### src/rtl/imm_encoder.sv
// imm_encoder: searches for an 8-bit immediate plus even right-rotation that
// reproduces a 32-bit constant. This is the ARM data-processing
// shift_operand form.
//
// Ports
//   clk            single clock, rising edge
//   rst_n          asynchronous active-low reset
//   start          encode request, sampled only while idle
//   value[31:0]    constant to encode, captured on the accepted start edge
//   busy           high while the rotation search runs
//   done           one-cycle pulse, result outputs valid
//   valid          1 = an encoding was found
//   shift_operand  [11:8] rotate_imm, [7:0] immed_8
//   inv            1 = the encoding is of ~value (MOV/MVN swap)
//
// Optional feature: define INVERT_EN to add a second search pass over the
// complemented constant. When INVERT_EN is undefined, inv is tied low.
module imm_encoder (
  input  logic        clk,
  input  logic        rst_n,
  input  logic        start,
  input  logic [31:0] value,
  output logic        busy,
  output logic        done,
  output logic        valid,
  output logic [11:0] shift_operand,
  output logic        inv
);

  typedef enum logic [1:0] {
    IDLE   = 2'd0,
    SEARCH = 2'd1,
    DONE   = 2'd2
  } state_t;

  state_t      state_r;
  state_t      state_s;
  logic [31:0] operand_r;
  logic [3:0]  r_r;
  logic        valid_r;
  logic [11:0] shift_operand_r;
  logic [31:0] candidate_s;
  logic        hit_s;
  logic        last_s;
  logic        flip_s;
  logic        give_up_s;
`ifdef INVERT_EN
  logic        phase_r;
  logic        inv_r;
`endif

  // Rotate left by 2*r. This undoes the decoder's rotate right, so a hit
  // exposes immed_8 in the low byte.
  function automatic logic [31:0] rotl2(input logic [31:0] x, input logic [3:0] r);
    logic [63:0] dbl;
    dbl = {x, x} << {r, 1'b0};
    return dbl[63:32];
  endfunction

  assign candidate_s = rotl2(operand_r, r_r);
  assign hit_s       = (candidate_s[31:8] == 24'd0);
  assign last_s      = (r_r == 4'd15);

  // Decide what a miss on the final rotation means: flip to the complement
  // pass (if enabled and not already done) or give up.
  always_comb begin
    flip_s    = 1'b0;
    give_up_s = 1'b0;
    if (last_s && !hit_s) begin
`ifdef INVERT_EN
      flip_s    = !phase_r;
      give_up_s = phase_r;
`else
      give_up_s = 1'b1;
`endif
    end else begin
      flip_s    = 1'b0;
      give_up_s = 1'b0;
    end
  end

  // FSM state register.
  always_ff @(posedge clk or negedge rst_n) begin
    if (!rst_n) begin
      state_r <= IDLE;
    end else begin
      state_r <= state_s;
    end
  end

  // FSM next-state logic.
  always_comb begin
    state_s = state_r;
    case (state_r)
      IDLE: begin
        if (start) state_s = SEARCH;
        else       state_s = IDLE;
      end
      SEARCH: begin
        if (hit_s || give_up_s) state_s = DONE;
        else                    state_s = SEARCH;
      end
      DONE:    state_s = IDLE;
      default: state_s = IDLE;
    endcase
  end

  // Search datapath: operand capture, rotation counter, and result registers.
  // Results change only on the transition into DONE.
  always_ff @(posedge clk or negedge rst_n) begin
    if (!rst_n) begin
      operand_r       <= 32'd0;
      r_r             <= 4'd0;
      valid_r         <= 1'b0;
      shift_operand_r <= 12'd0;
`ifdef INVERT_EN
      phase_r         <= 1'b0;
      inv_r           <= 1'b0;
`endif
    end else begin
      case (state_r)
        IDLE: begin
          if (start) begin
            operand_r <= value;
            r_r       <= 4'd0;
`ifdef INVERT_EN
            phase_r   <= 1'b0;
`endif
          end
        end
        SEARCH: begin
          if (hit_s) begin
            valid_r         <= 1'b1;
            shift_operand_r <= {r_r, candidate_s[7:0]};
`ifdef INVERT_EN
            inv_r           <= phase_r;
`endif
          end else if (give_up_s) begin
            valid_r         <= 1'b0;
            shift_operand_r <= 12'd0;
`ifdef INVERT_EN
            inv_r           <= 1'b0;
`endif
          end else if (flip_s) begin
            operand_r <= ~operand_r;
            r_r       <= 4'd0;
`ifdef INVERT_EN
            phase_r   <= 1'b1;
`endif
          end else begin
            r_r <= r_r + 4'd1;
          end
        end
        DONE: begin
          r_r <= 4'd0;
        end
        default: begin
          r_r <= 4'd0;
        end
      endcase
    end
  end

  assign busy          = (state_r == SEARCH);
  assign done          = (state_r == DONE);
  assign valid         = valid_r;
  assign shift_operand = shift_operand_r;
`ifdef INVERT_EN
  assign inv           = inv_r;
`else
  assign inv           = 1'b0;
`endif

endmodule
### config.mk
export PLATFORM = sky130hd
export DESIGN_NAME = imm_encoder
export DESIGN_NICKNAME = d
export VERILOG_FILES = /design/src/rtl/imm_encoder.sv
export SDC_FILE = /design/constraint.sdc
export NUM_CORES = 1
export LEC_CHECK = 0
export ABC_AREA = 1
export CORE_UTILIZATION = 55
export CTS_BUF_LIST = sky130_fd_sc_hd__clkbuf_16
export CTS_CLUSTER_DIAMETER = 150
export DETAILED_ROUTE_END_ITERATION = 8
export GPL_TIMING_DRIVEN = 1
export PLACE_DENSITY = 0.81
export SLEW_MARGIN = 20
export SYNTH_ARGS = -nofsm -noshare
export SYNTH_HDL_FRONTEND = slang
export SYNTH_SLANG_ARGS = --single-unit
export TNS_END_PERCENT = 100
### constraint.sdc
create_clock -name clk -period 3.7 [get_ports clk]
set_input_delay 0.37 -clock clk [delete_from_list [all_inputs] [get_ports clk]]
set_output_delay 0.37 -clock clk [all_outputs]
set_load 0.02 [all_outputs]
# Yosys cells after proc, flatten, opt, wreduce, memory -nomap -nowiden
# Index checks and enable logic that the tools add are counted.
[op_classes]
n_addsub = 1
n_mul = 0
div_mod_pow = 0
order_cmp = 0
eq_ne = 6
shift = 1
n_mux = 12
bitwise = 0
n_reduce_logical = 9
[ops]
columns = ["cell", "n"]
rows = [
  ["$shl 64x5->64", 1],
  ["$logic_not 24->1", 1],
  ["$mux 12", 2],
  ["$mux 4", 3],
  ["$pmux 4 s2", 1],
  ["$ne 2x2->1 const B", 3],
  ["$add 4x1->4 const B", 1],
  ["$eq 4x4->1 const B", 1],
  ["$mux 1", 4],
  ["$pmux 2 s2", 1],
  ["$reduce_and 2->1", 2],
  ["$reduce_and 3->1", 1],
  ["$eq 2x1->1 const B", 1],
  ["$eq 2x2->1 const B", 1],
  ["$logic_not 2->1", 1],
  ["$mux 2", 1],
  ["$reduce_bool 2->1", 1],
  ["$logic_and 1x1->1", 1],
  ["$logic_not 1->1", 1],
  ["$logic_or 1x1->1", 1],
]
[word_totals]
register_bits = 51
latch_bits = 0
ramBits = 0
romBits = 0
out_inout_bits = 16
word_cells = 34
n_memories = 0

# Logic depth before layout (Yosys ltp)
[logic_depth]
ltp_word = 8
depth_mapped = 18

# Worst setup path after synthesis
# OpenSTA, ideal clock, no wires.
[synth_timing]
path_type = "reg2reg"
from = "register r_r[0]"
to = "register shift_operand_r[3] (netlist: shift_operand[3])"
setup_ns = 0.120
t_arrival_ns = 1.793
t_required_ns = 3.580
setup_slack_ns = 1.787
path_stages_with_launch = 18
n_path_buf = 3
synth_period_minus_slack_ns = 1.913
path_cell_list = "dfrtp_1 > buf_6 > buf_2 > nand2_1 > nand3_1 > nand2_1 > nand2_1 > nor2_1 > inv_1 > nand2_1 > nand3_1 > nand2_1 > nand3_4 > nand2_2 > nand2_4 > buf_6 > nand2_1 > nand2_1"
[synth_via]
elab_chain_cells = 7
[synth_rtl]
columns = ["element", "line", "source"]
rows = [
  ["start, declared", "39", "logic [3:0] r_r;"],
  ["start signal, assigned", "151", "r_r <= r_r + 4'd1;"],
  ["$shl 64x5->64", "56", "dbl = {x, x} << {r, 1'b0};"],
  ["$logic_not 24->1", "61", "assign hit_s = (candidate_s[31:8] == 24'd0);"],
  ["$logic_not 1->1", "69", "if (last_s && !hit_s) begin"],
  ["$logic_and 1x1->1", "69", ""],
  ["$mux 1", "69", ""],
  ["$reduce_bool 2->1 (no line)", "-", ""],
  ["$reduce_and 2->1 (no line)", "-", ""],
  ["end signal, assigned", "134", "shift_operand_r <= {r_r, candidate_s[7:0]};"],
  ["end, declared", "41", "logic [11:0] shift_operand_r;"],
]
# Parallel ways exist; a longest one is shown, timed or not.
# A chain may end at the register's enable or synchronous reset.

# Worst setup path after layout
[layout_timing]
from = "register r_r[0]"
to = "register shift_operand_r[4] (netlist: shift_operand[4])"
# Same word-level chain as after synthesis.

==> impl_metrics.sql <==
INSERT INTO impl_metrics (metric_group, metric, value, unit) VALUES
('status', 'run_status', 'finished, final reports clean', ''),
('routing', 'met3_length', '517', 'um'),
('synthesis', 'synth_warnings', '0', ''),
('global_routing', 'grt_pass1_vias', '2919', ''),
('global_routing', 'wire_length_of_the_first_global_routing_pass', '13890', 'um'),
('routing', 'wl_per_cell', '13.88', 'um'),
('die', 'fp.dieH', '80.72', 'um'),
('global_routing', 'global_route.usage.total', '27.91', '%'),
('sta', 'slew_headroom', '55.73', '%'),
('final_layout', 'finalCoreUtilization', '66.93', '%'),
('clock_network', 'tritoncts.num_buffers', '5', ''),
('synthesis', 'number_of_nets_in_the_synthesized_netlist', '521', ''),
('die', 'die_x', '80.72', 'um'),
('synthesis', 'synth.ff_latch_count', '51', ''),
('routing', 'num_vias', '3283', ''),
('sta', 'final-max-slew-violation-count', '0', ''),
('place', 'io_buffers', '49', ''),
('worst_setup_path', 'critPathSlowestCell', 'dfrtp_1', ''),
('place', 'place.detailed.instances', '586', ''),
('worst_setup_path', 'wp_data_arrival', '3.01', 'ns'),
('routing', 'post-route-drc-count', '0', ''),
('power_and_ir_drop', 'total_leakage_power', '0.001998', 'uW'),
('sta', 'max_slew.worst_pin.slew', '0.6633', 'ns'),
('global_routing', 'grt-ovfl-total', '0', ''),
('clock_network', 'clock_sink_count', '51', ''),
('power_and_ir_drop', 'power_density', '907.1', 'nW/um^2'),
('synthesis', 'synthesized_netlist_cell_count', '485', ''),
('routing', 'first_pass_iters', '5', ''),
('final_layout', 'antenna_cells', '0', ''),
('worst_hold_path', 'path_class_of_the_lowest_slack_min_delay_path', 'input port to async pin', ''),
('clock_network', 'clock_pin_transition_on_the_worst_setup_and_hold_timing_paths', '0.07', 'ns'),
('global_routing', 'maximum_number_of_pins_on_one_net_before_global_route_repair', '52', ''),
('worst_setup_path', 'cp_common_cell', 'nand2_1', ''),
('clock_network', 'cts.repair_timing.setup_buffer_count', '0', ''),
('final_layout', 'layout.cells.non_filler', '594', ''),
('run', 'drv.max_cap_violation_count', '0', ''),
('clock_network', 'worst_skew_pair.late_latency', '0.29', 'ns'),
('routing', 'wl', '8246', 'um'),
('clock_network', 'tritoncts', 'done', ''),
('sta', 'setup-violations-final', '0', ''),
('worst_setup_path', 'timing.critical_path.to_type', 'flip-flop', ''),
('clock_network', 'cts_hold_buffers', '0', ''),
('die', 'rows', '28', ''),
('clock_network', 'clockRootBuffer', 'clkbuf_16', ''),
('global_routing', 'grt_antenna_before_repair', '0', ''),
('routing', 'route.met2.wl', '3876', 'um'),
('sta', 'post-route-period-util', '75.37', '%'),
('sta', 'timing_hold_violations_final', '0', ''),
('synthesis', 'post_synth_cell_types', '26', ''),
('synthesis', 'synth-seq-area-share', '37.44', '%'),
('worst_setup_path', 'timing.critical_path.required', '3.92', 'ns'),
('sta', 'maximum_clock_rate', '0.3586', 'GHz'),
('worst_setup_path', 'worst_setup_path_start_kind', 'flip-flop', ''),
('worst_setup_path', 'crit_family', 'simple AND/OR/NAND/NOR gates', ''),
('clock_network', 'clockBufferDepth', '2', ''),
('synthesis', 'post_synth_instance_area', '3408', 'um^2'),
('clock_network', 'cts_resized', '0', ''),
('routing', 'ant_nets', '0', ''),
('worst_setup_path', 'worst-path-buf-inv', '1', ''),
('sta', 'finalCriticalPeriod', '2.789', 'ns'),
('routing', 'drt-initial-drc-count', '384', ''),
('final_layout', 'drive_gt1_share', '10.21', '%'),
('place', 'post-dp-hpwl', '5912', 'um'),
('final_layout', 'fin_nets', '554', ''),
('worst_setup_path', 'cell_chain_of_the_critical_path', 'inv_4 -> nand2_1 -> nand3_1 -> nand2_1 -> nand2_1 -> nor2_1 -> nor2_1 -> nor2_1 -> nand2_1 -> nand2_1 -> nand3_4 -> nor2_2 -> o21ai_0 -> nand2_1', ''),
('die', 'floorplan.die_area', '6516', 'um^2'),
('routing', 'via_per_inst', '5.527', ''),
('power_and_ir_drop', 'ir_drop_worst_case_vdd', '579.3', 'uV'),
('sta', 'fin_tns_setup', '0', 'ns'),
('routing', 'top_sig_layer', 'met4', ''),
('final_layout', 'layout-area-overhead-vs-synth', '16.96', '%');
-- through the flow --
| step | power, uW | hold WS [ns] | area, um^2 |
|---|---|---|---|
| after global routing | 3959 | 0.1719 | 3986 |
| final | 3616 | 0.1144 | 3986 |
| after detailed placement | 3147 | 0.4581 | 3847 |
| after floorplan | 2690 | 0.07441 | 3408 |
| after global placement | 3123 | 0.4569 | 3847 |
| after CTS | 3595 | 0.3401 | 3984 |
-- Yosys cell counts, drive strengths merged --
| cell | n | area (um^2) |
|---|---|---|
| nand3 | 87 | 447.9 |
| mux2 | 32 | 360.4 |
| o21ai | 15 | 75.07 |
| nand2 | 210 | 808.3 |
| buf | 23 | 155.1 |
| nor3 | 1 | 5.000 |
| ha | 1 | 12.51 |
| a21oi | 4 | 20.02 |
| nor2 | 34 | 132.6 |
| conb | 1 | 3.750 |
| clkbuf | 4 | 15.01 |
| inv | 18 | 70.07 |
| o21a | 1 | 7.510 |
| and2 | 1 | 6.260 |
| nand4 | 2 | 12.51 |
| dfrtp | 51 | 1276 |
-- layer usage --
metal	global-route usage [%]	up-vias
li1	-	1643
met1	38.83	1481
met2	45.34	144
met3	3.864	15
met4	7.500	0
met5	0	-
-- registers in the layout, summed over array words and instances, names as in the netlist --
| signal | count |
|---|---|
| operand_r | 32 |
| r_r | 4 |
| shift_operand | 12 |
| state_r | 2 |
| valid | 1 |
-- cell usage in the layout, fill, tap and decap left out, types with 2 or more instances in the layout --
cell type,count
clkinv_1,2
nand2_1,204
nand2_2,5
nor2_1,32
buf_4,5
o21ai_0,13
clkbuf_16,5
nor2_2,2
mux2_2,32
nand3_1,86
inv_1,17
o21ai_1,2
a21oi_1,4
nand4_1,2
dfrtp_1,51
clkdlybuf4s50_1,48
-- cell families after synthesis --
| family | share of synthesized area [%] |
|---|---|
| AOI/OAI and AO/OA | 3.010 |
| adders and majority gates | 0.3670 |
| buffers and inverters | 7.048 |
| DFF | 37.44 |
| muxes | 10.57 |
| other | 0.1100 |
| and+or+nand+nor | 41.45 |
-- layout make-up --
class	instances	area, um^2
clock buffers	5	125.1
clock inverters	3	11.26
fillers	541	1969
inverters	18	70.07
multi-input cells	389	1892
flip-flops and latches	51	1276
well taps	75	93.84
repair buffers	53	518.0
-- worst paths after layout --
path | slack (ns) | end | cells after the start | start
min in group clk | 0.47 | shift_operand[10] | 2 | shift_operand[10]
max reg2reg | 0.91 | shift_operand[4] | 14 | r_r[0]
min | 0.11 | operand_r[0] | 1 | rst_n
max | 0.91 | shift_operand[4] | 14 | r_r[0]
min reg2reg | 0.47 | shift_operand[10] | 2 | shift_operand[10]
max in group asynchronous | 3.17 | operand_r[19] | 1 | rst_n
-- power by group --
part / total, uW / internal [uW] / switching [uW]
sequential: 992 / 779 / 212
clock: 436 / 244 / 192
combinational: 2190 / 792 / 1400
total: 3620 / 1820 / 1800
Note: power is estimated with default switching activity, not from simulation.
